`src/rtl/nx_ia_arb_pkg.sv`:
```
// Shared types for the indirect-access RAM arbiter: owner encoding and
// read-return pipeline entry.
package nx_ia_arb_pkg;

    localparam int NX_IA_ARB_MAX_HW = 8;

    typedef enum logic [3:0] {
        HW0 = 4'd0,
        HW1 = 4'd1,
        HW2 = 4'd2,
        HW3 = 4'd3,
        HW4 = 4'd4,
        HW5 = 4'd5,
        HW6 = 4'd6,
        HW7 = 4'd7,
        SW  = 4'd8
    } ia_owner_e;

    typedef struct packed {
        logic      valid;
        ia_owner_e owner;
    } ia_rdpipe_t;

    // Maps a hardware requester index onto its owner tag.
    function automatic ia_owner_e hw_owner(input int idx);
        logic [3:0] idx_v;
        idx_v = idx[3:0];
        return ia_owner_e'(idx_v);
    endfunction

endpackage

```
`src/rtl/nx_ia_arb_rr.sv`:
```
// Round-robin picker: one-hot grant to the first request at or above the
// pointer (wrapping), plus the pointer value that follows that grant.
module nx_ia_arb_rr #(
    parameter int N  = 2,
    parameter int PW = (N > 1) ? $clog2(N) : 1
) (
    input  logic [N-1:0]  req_i,
    input  logic [PW-1:0] ptr_i,
    output logic [N-1:0]  gnt_o,
    output logic [PW-1:0] ptr_nxt_o
);

    logic [N-1:0] mask_s;
    logic [N-1:0] upper_s;
    logic [N-1:0] src_s;

    // Pick the lowest request at or above ptr, else wrap to the lowest overall.
    always_comb begin
        mask_s  = ~((N'(1) << ptr_i) - N'(1));
        upper_s = req_i & mask_s;
        if (|upper_s) begin
            src_s = upper_s;
        end else begin
            src_s = req_i;
        end
        gnt_o     = src_s & (~src_s + N'(1));
        ptr_nxt_o = ptr_i;
        for (int i = 0; i < N; i++) begin
            if (gnt_o[i]) begin
                ptr_nxt_o = (i == N - 1) ? '0 : PW'(i + 1);
            end else begin
            end
        end
    end

endmodule

```
`src/rtl/nx_ia_mem_arbiter.sv`:
```
// Arbiter sharing one single-port table RAM between the software indirect
// access controller and N_HW_REQ datapath requesters.
// Optional performance counters: define NX_IA_MEM_ARBITER_PERF_EN.
module nx_ia_mem_arbiter
    import nx_ia_arb_pkg::*;
#(
    parameter int N_HW_REQ    = 2,
    parameter int N_ADDR_BITS = 9,
    parameter int N_DATA_BITS = 96,
    parameter int RD_LATENCY  = 1
) (
    input  logic                            clk,
    input  logic                            rst_n,
    input  logic                            sw_cs,
    input  logic                            sw_we,
    input  logic                            sw_ce,
    input  logic [N_ADDR_BITS-1:0]          sw_add,
    input  logic [N_DATA_BITS-1:0]          sw_wdat,
    input  logic                            yield,
    output logic                            grant,
    output logic [N_DATA_BITS-1:0]          sw_rdat,
    input  logic [N_HW_REQ-1:0]             hw_req,
    input  logic [N_HW_REQ-1:0]             hw_we,
    input  logic [N_HW_REQ*N_ADDR_BITS-1:0] hw_addr,
    input  logic [N_HW_REQ*N_DATA_BITS-1:0] hw_wdat,
    output logic [N_HW_REQ-1:0]             hw_gnt,
    output logic [N_HW_REQ-1:0]             hw_rvalid,
    output logic [N_DATA_BITS-1:0]          hw_rdat,
    output logic                            mem_cs,
    output logic                            mem_we,
    output logic                            mem_ce,
    output logic [N_ADDR_BITS-1:0]          mem_add,
    output logic [N_DATA_BITS-1:0]          mem_wdat,
    input  logic [N_DATA_BITS-1:0]          mem_rdat
`ifdef NX_IA_MEM_ARBITER_PERF_EN
    ,
    output logic [15:0]                     perf_sw_wait,
    output logic [15:0]                     perf_hw_conflict
`else
`endif
);

    localparam int RR_W = (N_HW_REQ > 1) ? $clog2(N_HW_REQ) : 1;

    logic                active_q;
    logic [RR_W-1:0]     rr_q;
    logic [RR_W-1:0]     rr_d;
    logic [RR_W-1:0]     rr_nxt_s;
    logic [N_HW_REQ-1:0] rr_gnt_s;
    logic                sw_win_s;
    logic                hw_sel_s;
    ia_owner_e           owner_s;
    ia_rdpipe_t          pipe_in_s;
    ia_rdpipe_t          pipe_q [RD_LATENCY];

    nx_ia_arb_rr #(
        .N  (N_HW_REQ),
        .PW (RR_W)
    ) u_rr (
        .req_i     (hw_req),
        .ptr_i     (rr_q),
        .gnt_o     (rr_gnt_s),
        .ptr_nxt_o (rr_nxt_s)
    );

    // Software wins on yield, or when no hardware requester is asking.
    always_comb begin
        sw_win_s = active_q && sw_cs && (yield || (hw_req == '0));
        hw_sel_s = active_q && !sw_win_s && (hw_req != '0);
        grant    = sw_win_s;
        if (hw_sel_s) begin
            hw_gnt = rr_gnt_s;
            rr_d   = rr_nxt_s;
        end else begin
            hw_gnt = '0;
            rr_d   = rr_q;
        end
    end

    // RAM port mux for the granted owner; compare-enable only from software.
    always_comb begin
        mem_cs   = 1'b0;
        mem_we   = 1'b0;
        mem_ce   = 1'b0;
        mem_add  = '0;
        mem_wdat = '0;
        owner_s  = SW;
        if (sw_win_s) begin
            mem_cs   = 1'b1;
            mem_we   = sw_we;
            mem_ce   = sw_ce;
            mem_add  = sw_add;
            mem_wdat = sw_wdat;
        end else if (hw_sel_s) begin
            mem_cs = 1'b1;
            for (int i = 0; i < N_HW_REQ; i++) begin
                if (rr_gnt_s[i]) begin
                    mem_we   = hw_we[i];
                    mem_add  = hw_addr[i*N_ADDR_BITS +: N_ADDR_BITS];
                    mem_wdat = hw_wdat[i*N_DATA_BITS +: N_DATA_BITS];
                    owner_s  = hw_owner(i);
                end else begin
                end
            end
        end else begin
        end
        pipe_in_s.valid = mem_cs && !mem_we;
        pipe_in_s.owner = owner_s;
    end

    // Enable latch, round-robin pointer and read-return pipeline.
    always_ff @(posedge clk or negedge rst_n) begin
        if (!rst_n) begin
            active_q <= 1'b0;
            rr_q     <= '0;
            for (int i = 0; i < RD_LATENCY; i++) begin
                pipe_q[i] <= '0;
            end
        end else begin
            active_q  <= 1'b1;
            rr_q      <= rr_d;
            pipe_q[0] <= pipe_in_s;
            for (int i = 1; i < RD_LATENCY; i++) begin
                pipe_q[i] <= pipe_q[i-1];
            end
        end
    end

    // Software reads carry the SW tag and never raise a hardware valid.
    always_comb begin
        hw_rvalid = '0;
        for (int i = 0; i < N_HW_REQ; i++) begin
            if (pipe_q[RD_LATENCY-1].valid && (pipe_q[RD_LATENCY-1].owner == hw_owner(i))) begin
                hw_rvalid[i] = 1'b1;
            end else begin
                hw_rvalid[i] = 1'b0;
            end
        end
    end

    assign sw_rdat = mem_rdat;
    assign hw_rdat = mem_rdat;

`ifdef NX_IA_MEM_ARBITER_PERF_EN
    logic [15:0] sw_wait_q;
    logic [15:0] sw_wait_d;
    logic [15:0] hw_conf_q;
    logic [15:0] hw_conf_d;
    logic        multi_req_s;

    // Saturating event counters.
    always_comb begin
        multi_req_s = (hw_req & (hw_req - N_HW_REQ'(1))) != '0;
        if (sw_cs && !grant && (sw_wait_q != 16'hFFFF)) begin
            sw_wait_d = sw_wait_q + 16'd1;
        end else begin
            sw_wait_d = sw_wait_q;
        end
        if (multi_req_s && (hw_conf_q != 16'hFFFF)) begin
            hw_conf_d = hw_conf_q + 16'd1;
        end else begin
            hw_conf_d = hw_conf_q;
        end
    end

    // Counter registers.
    always_ff @(posedge clk or negedge rst_n) begin
        if (!rst_n) begin
            sw_wait_q <= 16'd0;
            hw_conf_q <= 16'd0;
        end else begin
            sw_wait_q <= sw_wait_d;
            hw_conf_q <= hw_conf_d;
        end
    end

    assign perf_sw_wait     = sw_wait_q;
    assign perf_hw_conflict = hw_conf_q;
`else
`endif

endmodule
```
`config.mk`:
```
export PLATFORM = sky130hd
export DESIGN_NAME = nx_ia_mem_arbiter
export DESIGN_NICKNAME = d
export VERILOG_FILES = /design/src/rtl/nx_ia_arb_pkg.sv /design/src/rtl/nx_ia_arb_rr.sv /design/src/rtl/nx_ia_mem_arbiter.sv
export SDC_FILE = /design/constraint.sdc
export NUM_CORES = 1
export LEC_CHECK = 0
export CORE_AREA = 2 2 282 284
export CTS_CLUSTER_SIZE = 25
export DETAILED_ROUTE_END_ITERATION = 8
export DIE_AREA = 0 0 284 286
export REMOVE_ABC_BUFFERS = 1
export SLEW_MARGIN = 10
export SYNTH_ARGS = -nofsm -noshare
export SYNTH_HDL_FRONTEND = slang
export SYNTH_SLANG_ARGS = --single-unit
```
`constraint.sdc`:
```
create_clock -name clk -period 1.6 [get_ports clk]
set_input_delay 0.24 -clock clk [delete_from_list [all_inputs] [get_ports clk]]
set_output_delay 0.24 -clock clk [all_outputs]
set_load 0.02 [all_outputs]
```
Word-level counts from Yosys, hierarchy flattened
Index checks and enable logic that the tools add are counted.
- flip-flop bits (word level): 7
- bits of input ports: 421
- logic and storage cells: 53
- multiplexer cells: 25
- reduce and logical (&&, ||, !) cells: 16
- shift-type cells: 1
- eq/ne operators: 1
- bitwise operators: 4
- add/sub/neg operators: 2
- operators with widths (cell ; number):
    two-way mux 96 bit ; 4
    two-way mux 9 bit ; 4
    two-way mux 4 bit ; 4
    two-way mux 1 bit ; 11
    logical AND 1 bit ; 7
    bitwise AND 2 bit ; 2
    == test 4 x 1 -> 1 bit, second input constant ; 1
    logical NOT 4 bit ; 1
    two-way mux 2 bit ; 2
    NOT 2 bit ; 2
    nonzero test 2 bit ; 2
    adder 2 x 1 -> 2 bit, second input constant ; 1
    logical NOT 1 bit ; 2
    logical NOT 2 bit ; 1
    AND reduction 2 bit ; 1
    OR reduction 2 bit ; 1
    << shifter 1 x 1 -> 2 bit, first input constant ; 1
    subtractor 2 bit, second input constant ; 1
    logical OR 1 bit ; 1

Depth between registers and ports, before layout
Gate-level depths: netlist of run 1.
- word-level depth: 15
- depth in mapped cells: 7
- gate-level depth less buffers: 4

By module
From an unflattened synthesis of run 1, not the netlist that was laid out.
- cells, all modules: 482
- area, all modules: 3752.3 um^2
- by module, submodules not included (module ; area an instance (um^2) ; cells an instance ; instances ; sequential area each (um^2)):
    nx_ia_mem_arbiter ; 3724.8 ; 477 ; 1 ; 125.1
    nx_ia_arb_rr ; 27.5 ; 5 ; 1 ; 0.0

Worst setup path after synthesis of run 1
OpenSTA, ideal clock, no wires.
- path type: register -> output
- start: reg active_q
- end: out hw_gnt[1]
- stages on the path, launching flop included: 6
- required time: 1.360 ns
- slack: -0.192 ns
- data arrival time: 1.552 ns
- cells stage by stage: dfrtp_1 > a21bo_1 > buf_4 > buf_6 > buf_2 > nor3b_1
- word-level cells in the longest chain between the ends: 6
- ends and longest elaborated chain (item ; line ; text):
    start: declaration ; nx_ia_mem_arbiter.sv:45 ; logic active_q;
    start signal: assignment ; nx_ia_mem_arbiter.sv:114 ; active_q <= 1'b0;
    start signal: assignment ; nx_ia_mem_arbiter.sv:120 ; active_q <= 1'b1;
    logical AND 1 bit (2 in a row) ; nx_ia_mem_arbiter.sv:68 ; sw_win_s = active_q && sw_cs && (yield || (hw_req == '0));
    logical NOT 1 bit ; nx_ia_mem_arbiter.sv:69 ; hw_sel_s = active_q && !sw_win_s && (hw_req != '0);
    logical AND 1 bit * (2 in a row) ; nx_ia_mem_arbiter.sv:69 ;
    two-way mux 2 bit * ; nx_ia_mem_arbiter.sv:71 ; if (hw_sel_s) begin
    end: declaration ; nx_ia_mem_arbiter.sv:26 ; output logic [N_HW_REQ-1:0] hw_gnt,
Every way passes the cells marked *; elsewhere a longest branch is shown, timed or not.

Worst setup path in the final report of run 1
- start: reg rr_q
- end: out mem_wdat[41]
- word-level cells in the longest chain between the ends: 13
- ends and longest elaborated chain (item ; line ; text):
    start: declaration ; nx_ia_mem_arbiter.sv:46 ; logic [RR_W-1:0] rr_q;
    start signal: assignment ; nx_ia_mem_arbiter.sv:121 ; rr_q <= rr_d;
    << shifter 1 x 1 -> 2 bit * ; nx_ia_arb_rr.sv:19 ; mask_s = ~((N'(1) << ptr_i) - N'(1));
    subtractor 2 bit * ; nx_ia_arb_rr.sv:19 ;
    NOT 2 bit * ; nx_ia_arb_rr.sv:19 ;
    bitwise AND 2 bit * ; nx_ia_arb_rr.sv:20 ; upper_s = req_i & mask_s;
    OR reduction 2 bit ; nx_ia_arb_rr.sv:21 ; if (|upper_s) begin
    two-way mux 2 bit * ; nx_ia_arb_rr.sv:21 ;
    NOT 2 bit ; nx_ia_arb_rr.sv:26 ; gnt_o = src_s & (~src_s + N'(1));
    adder 2 x 1 -> 2 bit ; nx_ia_arb_rr.sv:26 ;
    bitwise AND 2 bit * ; nx_ia_arb_rr.sv:26 ;
    two-way mux 96 bit ; nx_ia_mem_arbiter.sv:97 ; if (rr_gnt_s[i]) begin
    two-way mux 96 bit * ; nx_ia_mem_arbiter.sv:97 ;
    two-way mux 96 bit * ; nx_ia_mem_arbiter.sv:94 ; end else if (hw_sel_s) begin
    two-way mux 96 bit * ; nx_ia_mem_arbiter.sv:88 ; if (sw_win_s) begin
    end: declaration ; nx_ia_mem_arbiter.sv:33 ; output logic [N_DATA_BITS-1:0] mem_wdat,
Marks and branches as above.

==> summary.txt, run 1 <==
Outcome - complete, but fails checks
Failing checks - setup timing
Flops & latches, synth - 5
Hold Crit Class - input pin to asynchronous set/reset pin
Die footprint - 81200 sq um
Area grow syn2layout - 169%
Row count - 103
Clock Skews - 0.882 ps
Cell Area, Synth - 4010 sq um
Vias/cell - 3.38
Simple-Gate Fraction of Synth Area - 24.5%
Largest family of logic cells by synthesized area - buffers and inverters
First-pass DRT Iterations - 5
Power, Total - 4.20 mW
Routed length on met1 - 22000 um
Adder-Cell Fraction of Synth Area - 0%
Number of antenna violations at the first check in global routing - 13
Pin count of the biggest net entering global routing - 32
Vias in the first global route - 6619
Setup-failing EPs final - 111
Gate Count Post-Synth - 594
Root buf cell - clkbuf_16
Pre-CTS setup slack - -1140 ps
Avg Synthesized Cell Area - 6.75 sq um
CTS tree - yes
Unique masters post-synth - 24
Core area - 78400 sq um
Warnings, synthesis - 0
Final period util - 140%
Non-filler cells, final - 1973
Hpwl dp - 41800 um
CTS clk-pin slew, worst paths - 30 ps
Area of the multi-input gates - 2800 sq um
Total gr overflow - 0
Die extent in x - 284 um
Pint - 2.53 mW
Clock Power Share - 9.8%
Placed Cells - 1903
Net Sw Power - 1.66 mW
Max Slew Vio Count - 0
Startpoint types - flop
Routed wire length - 57300 um
Met2 WL post-DR - 21300 um
DR iter-0 viols - 387
Combinational Power Share - 86.7%
Post-DRT Antenna Nets - 0
Post-synthesis mux area share - 0%
Async S/R FF share, synth - 100%
CP endpoint kind - primary output
Design area - 10800 sq um
Wire length per cell - 29.0 um
Seq/Total Area, Yosys - 3.12%
Synth Area in Compound Gates - 27.9%
CP Cell Sequence - buf_6 > nor2b_4 > buf_6 > buf_12 > buf_16 > nor3_2 > a221o_1 > buf_12
Power Dens Cells - 389 nW/um^2
Max cap viols - 0
Hold_buf cts - 0
Crit path DAT - 2010 ps
Fillers - 8968
Inserted Clock Buffers - 3
CP max stage cell - dfrtp_1
Register area - 125 sq um
CP bufs+invs - 5
Main synth FF type - dfrtp_1
Post-synth EDFFs - 0
XOR/XNOR share of the synthesized area - 0%
Starting Density - 5.12%
DP Area - 8760 sq um
Leak pwr - 4.00 nW
Final hold violation count - 0
Worst Path Max Fanout - 6
Top sig layer - met5
Gr usage total - 12.9%
Maximum clock path buffer count - 2
Max VDD drop - 261 uV
Fin nets - 1342
WL met3 - 11300 um
CP top delay family - buffers and inverters
Post-layout min period - 2250 ps
Sw Ratio - 39.7%
Sequential share of power - 3.5%
First-pass GRT wire length - 69100 um
Clk sinks - 5
Share of layout cells above drive strength 1 - 36.4%
Worst-Skew Late Latency - 230 ps
Fmax achieved - 0.445 GHz
Die height - 286 um
# IOs - 726
Req. time, crit path - 1360 ps
Crit path kind - flop to primary output
RSZ-0062 raised after global routing - yes
Number of remaining DRC errors - 0
IO Port Bufs - 437
H-tree Lvls - 1
Vias - 6662
Slack of the critical path - -646 ps
Final RePlAce weighted congestion - 0.860
CP peak stage delay - 410 ps
## path summary, 6_finish.rpt
kind | start | end | slack (ps) | cells past startpoint
max | rr_q$_DFFE_PN0P_ | mem_wdat[41] | -650 | 8
min | rst_n | pipe_q[0]$_DFF_PN0_ | 230 | 1
max reg2reg | rr_q$_DFFE_PN0P_ | pipe_q[4]$_DFF_PN0_ | -110 | 9
min reg2reg | rr_q$_DFFE_PN0P_ | rr_q$_DFFE_PN0P_ | 690 | 3
max in group asynchronous | rst_n | pipe_q[3]$_DFF_PN0_ | 1180 | 1
min in group clk | mem_rdat[3] | sw_rdat[3] | 480 | 0
## cell usage after synthesis, types with 2 or more instances
library cell	number	area (sq um)
buf_6	10	113
buf_4	194	1460
nor2_1	2	7.51
inv_1	3	11.3
buf_2	14	70.1
nor3_1	105	526
dfrtp_1	5	125
a221o_1	105	1050
nor3b_1	3	22.5
clkbuf_1	34	128
nand2_1	106	398
## through the flow
stage	TNS (ps)	hold slack [ps]	utilization (%)
2_1_floorplan	-353180	-55.6	-
3_3_place_gp	-106650	475	11.2
3_5_place_dp	-107840	474	11.2
4_1_cts	-54980	238	12.4
5_1_grt	-63800	255	13.8
6_report	-58770	234	13.8
## cells by family after synthesis
logic type             after synthesis
AND/OR/NAND/NOR                    220
other                                1
flip-flops                           5
buffers and inverters              255
AO/OA/AOI/OAI                      113
## registers in the layout (all words and copies together), names as in the netlist
signal    cells
active_q      1
pipe_q        3
rr_q          1
## what timing repair did
item | in CTS | in global routing
cloned | 12 | 8
setup buffers | 24 | 34
endpoints found under the setup margin | 115 | 112
resized for setup | 589 | 189
pin swaps | 35 | 53
## final cells by class
cell class | instances | share of cell area, %
Antenna cell | 3 | 0.0695
Clock buffer | 3 | 0.695
Clock inverter | 1 | 0.0463
Inverter | 3 | 0.104
Multi-Input combinational cell | 334 | 25.9
Sequential cell | 5 | 1.16
Tap cell | 1050 | 12.2
Timing Repair Buffer | 574 | 59.8
## layer usage
| metal | global-route usage, % | up-vias |
|---|---|---|
| met5 | 7.50 | - |
| met4 | 2.54 | 26 |
| met3 | 11.7 | 100 |
| met1 | 14.3 | 3077 |
| met2 | 17.5 | 823 |
| li1 | - | 2636 |
## cells in the final DEF (no fill, tap or decap), drive strengths merged
cell type      instances
clkdlybuf4s50        320
buf                  239
nand2                106
a221o                105
nor3                 105
clkbuf                11
dlygate4sd2            6
dfrtp                  5
diode                  3
inv                    3
nor3b                  3
nor2b                  2
nor2                   2
o211a                  1
a21bo                  1
a21boi                 1
and3b                  1
o31a                   1
a2bb2oi                1
o2bb2ai                1
a22o                   1
and2                   1
a21oi                  1
conb                   1
clkinv                 1
clkdlybuf4s15          1
## worst reg2reg max path: stages (launching register included)
cell,delay [ps]
dfrtp_1,410
buf_6,130
nor2b_4,50
buf_12,130
buf_16,150
buf_4,140
buf_6,110
a2bb2oi_2,160
buf_4,130
a22o_1,200
## power by group through the flow
stage / registers, mW / logic (mW) / clock network, mW
2_1_floorplan: 0.144 / 0.873 / 0
3_3_place_gp: 0.146 / 2.79 / 0
3_5_place_dp: 0.147 / 2.80 / 0
4_1_cts: 0.146 / 3.17 / 0.419
5_1_grt: 0.149 / 3.84 / 0.426
6_report: 0.148 / 3.64 / 0.410
Note: power is estimated with default switching activity, not from simulation.
==> run 2: changes to the inputs <==
--- a/config.mk
+++ b/config.mk
@@ -6,6 +6,7 @@
 export NUM_CORES = 1
 export LEC_CHECK = 0
 export CORE_AREA = 2 2 282 284
+export CTS_CLUSTER_DIAMETER = 40
 export CTS_CLUSTER_SIZE = 25
 export DETAILED_ROUTE_END_ITERATION = 8
 export DIE_AREA = 0 0 284 286
==> results of run 2 <==
No change in the layout: final DEF, timing and power equal those of run 1.
==> run 3: changes to the inputs <==
--- a/config.mk
+++ b/config.mk
@@ -5,11 +5,12 @@
 export SDC_FILE = /design/constraint.sdc
 export NUM_CORES = 1
 export LEC_CHECK = 0
-export CORE_AREA = 2 2 282 284
+export ABC_AREA = 1
+export CORE_AREA = 2 2 287 289
 export CTS_CLUSTER_DIAMETER = 40
 export CTS_CLUSTER_SIZE = 25
 export DETAILED_ROUTE_END_ITERATION = 8
-export DIE_AREA = 0 0 284 286
+export DIE_AREA = 0 0 289 291
 export REMOVE_ABC_BUFFERS = 1
 export SLEW_MARGIN = 10
 export SYNTH_ARGS = -nofsm -noshare
==> summary.txt, run 3 <==
Worst-Skew Late Latency - 220 ps (about the same)
Main synth FF type - dfrtp_1
Gate Count Post-Synth - 905 (+52%)
Largest family of logic cells by synthesized area - buffers and inverters
Routed wire length - 51900 um (-9.3%)
IO Port Bufs - 437 (unchanged)
Final RePlAce weighted congestion - 0.834 (-3.0%)
CTS clk-pin slew, worst paths - 30 ps (about the same)
Vias/cell - 3.10 (-8.2%)
Wire length per cell - 22.6 um (-22%)
Number of antenna violations at the first check in global routing - 3 (-10)
Leak pwr - 5.35 nW (+34%)
Total gr overflow - 0 (unchanged)
Adder-Cell Fraction of Synth Area - 0% (unchanged)
Final period util - 126% (-14 points)
Core area - 81200 sq um (+3.6%)
Unique masters post-synth - 18 (-25%)
Fmax achieved - 0.495 GHz (+11%)
First-pass DRT Iterations - 5 (unchanged)
Gr usage total - 11.4% (-1.5 points)
Final core utilization - 13.6% (-0.17 points)
CTS tree - yes
Cell Area, Synth - 4580 sq um (+14%)
Post-synth top area share - 31.8% (-4.6 points)
Max Slew Vio Count - 0 (unchanged)
Req. time, crit path - 1360 ps (about the same)
Hold_buf cts - 0 (unchanged)
Routed length on met1 - 19100 um (-13%)
Clock Skews - 0.146 ps (-0.736 ps)
Met2 WL post-DR - 20100 um (-5.6%)
Flops & latches, synth - 5 (unchanged)
Commonest non-fill, non-tap cell in the layout - clkdlybuf4s50_1
Async S/R FF share, synth - 100% (unchanged)
Most area-hungry cell type in the Yosys netlist - buf_4
CP endpoint kind - primary output
Setup-failing EPs final - 110 (-0.90%)
Failing checks - setup timing
Root buf cell - clkbuf_16
Seq/Total Area, Yosys - 2.73% (-0.39 points)
Hpwl dp - 39700 um (-5.1%)
Share of layout cells above drive strength 1 - 31.0% (-5.4 points)
Maximum clock path buffer count - 2 (unchanged)
Most frequent cells in the layout - clkdlybuf4s50_1, nand2_1, inv_1
Max cap viols - 0 (unchanged)
DR iter-0 viols - 254 (-34%)
Simple-Gate Fraction of Synth Area - 28.0% (+3.5 points)
Vias in the first global route - 7030 (+6.2%)
Warnings, synthesis - 0 (unchanged)
H-tree Lvls - 1 (unchanged)
Inserted Clock Buffers - 3 (unchanged)
Hold WS - 231 ps (-3.45 ps)
XOR/XNOR share of the synthesized area - 0% (unchanged)
Die height - 291 um (+1.7%)
Slack of the critical path - -420 ps (+226 ps)
Hold Crit Class - input pin to asynchronous set/reset pin
# IOs - 726 (unchanged)
Outcome - complete, but fails checks
First-pass GRT wire length - 63100 um (-8.6%)
Number of remaining DRC errors - 0 (unchanged)
Max reg flops - 3 (unchanged)
Post-layout min period - 2020 ps (-226 ps)
Largest Register - pipe_q
Final hold violation count - 0 (unchanged)
Avg Synthesized Cell Area - 5.06 sq um (-25%)
Worst Path Max Fanout - 8 (+2)
Crit path kind - flop to primary output
Post-synthesis mux area share - 0% (unchanged)
RSZ-0062 raised after global routing - yes
Max VDD drop - 280 uV (+7.5%)
Startpoint types - flop
Top cells by area, synth - buf_4, nand2_1, inv_1
Post-DRT Antenna Nets - 0 (unchanged)
Largest regs - pipe_q (3), active_q (1), rr_q (1)
Die footprint - 84100 sq um (+3.5%)
Row count - 105 (+1.9%)
Power Dens Cells - 369 nW/um^2 (-5.1%)
Area grow syn2layout - 141%
Top sig layer - met5
Post-synth EDFFs - 0 (unchanged)
List of most frequent post-synthesis cells - nand2_1, inv_1, buf_4
Starting Density - 5.64% (+0.53 points)
Count leader, synth - nand2_1
Crit path DAT - 1780 ps (-230 ps)
Die extent in x - 289 um (+1.8%)
WL met3 - 10700 um (-5.3%)
Pre-CTS setup slack - -1160 ps (-21.6 ps)
Clk sinks - 5 (unchanged)
Pin count of the biggest net entering global routing - 24 (-25%)
Synth Area in Compound Gates - 14.6% (-13 points)
Vias - 7118 (+6.8%)
Fin nets - 1647 (+23%)
[run 3: changes by cell type in the layout (fill, tap and decap cells not counted), sizes merged, moves of 17 or more]
cell / previous run / this run
nand2: 106 / 325
buf: 239 / 222
a221o: 105 / 0
inv: 3 / 216
o22ai: 0 / 105
nor3: 105 / 1
[run 3: layout make-up]
class / instances / area, sq um
Antenna cell: 1 / 2.50
Clock buffer: 4 / 78.8
Fill cell: 9405 / 70100
Inverter: 218 / 843
Multi-Input combinational cell: 446 / 2730
Sequential cell: 5 / 125
Tap cell: 1070 / 1340
Timing Repair Buffer: 552 / 5930
[run 3: power breakdown]
group / total [mW] / switching, mW / internal (mW)
sequential: 0.147 / 0.00826 / 0.139
combinational: 3.53 / 1.57 / 1.96
clock: 0.403 / 0.0737 / 0.329
[run 3: per-layer routing]
| metal | vias to the layer above | global-route usage, % |
|---|---|---|
| met2 | 738 | 15.9 |
| met1 | 3164 | 11.8 |
| met5 | - | 8.14 |
| met4 | 23 | 2.11 |
| li1 | 3131 | - |
| met3 | 62 | 10.9 |
[run 3: metrics by stage]
stage / TNS, ps / total power, mW / cells / cell area [sq um]
after floorplan: -122610 / 1.10 / 669 / 2900
after CTS: -35070 / 3.83 / 2283 / 10400
after detailed placement: -117200 / 2.95 / 2237 / 9330
after global routing: -37030 / 4.32 / 2295 / 11000
final: -29080 / 4.08 / 2296 / 11100
after global placement: -115330 / 2.94 / 2237 / 9330
[run 3: cell families after synthesis]
logic type      Yosys count
simple gates            338
buf+inv                 454
compound gates          107
other cells               1
flops                     5
[run 3: worst paths after layout]
kind	start	end	slack (ps)	cells after the start
hold / removal	rst_n	pipe_q[0]$_DFF_PN0_	230	1
max in group asynchronous	rst_n	pipe_q[4]$_DFF_PN0_	1190	1
hold reg to reg	rr_q$_DFFE_PN0P_	rr_q$_DFFE_PN0P_	790	4
min in group clk	mem_rdat[10]	sw_rdat[10]	480	0
setup / recovery	rr_q$_DFFE_PN0P_	mem_wdat[55]	-420	11
setup reg to reg	rr_q$_DFFE_PN0P_	pipe_q[4]$_DFF_PN0_	0	11
[run 3: what timing repair did]
item / in CTS / in global routing
resized for setup: 608 / 218
setup buffers: 32 / 16
endpoints found under the setup margin: 115 / 110
pin swaps: 20 / 47
cloned: 10 / 3
[run 3: critical path, cell delays in order, from the launching register on]
cell     delay [ps]
dfrtp_1         390
inv_2            70
nand2_4          90
nand2_8          70
buf_16          160
buf_12          140
buf_16          140
buf_6           120
o22ai_2          70
nand2_1          70
nand2_1          80
buf_6           120
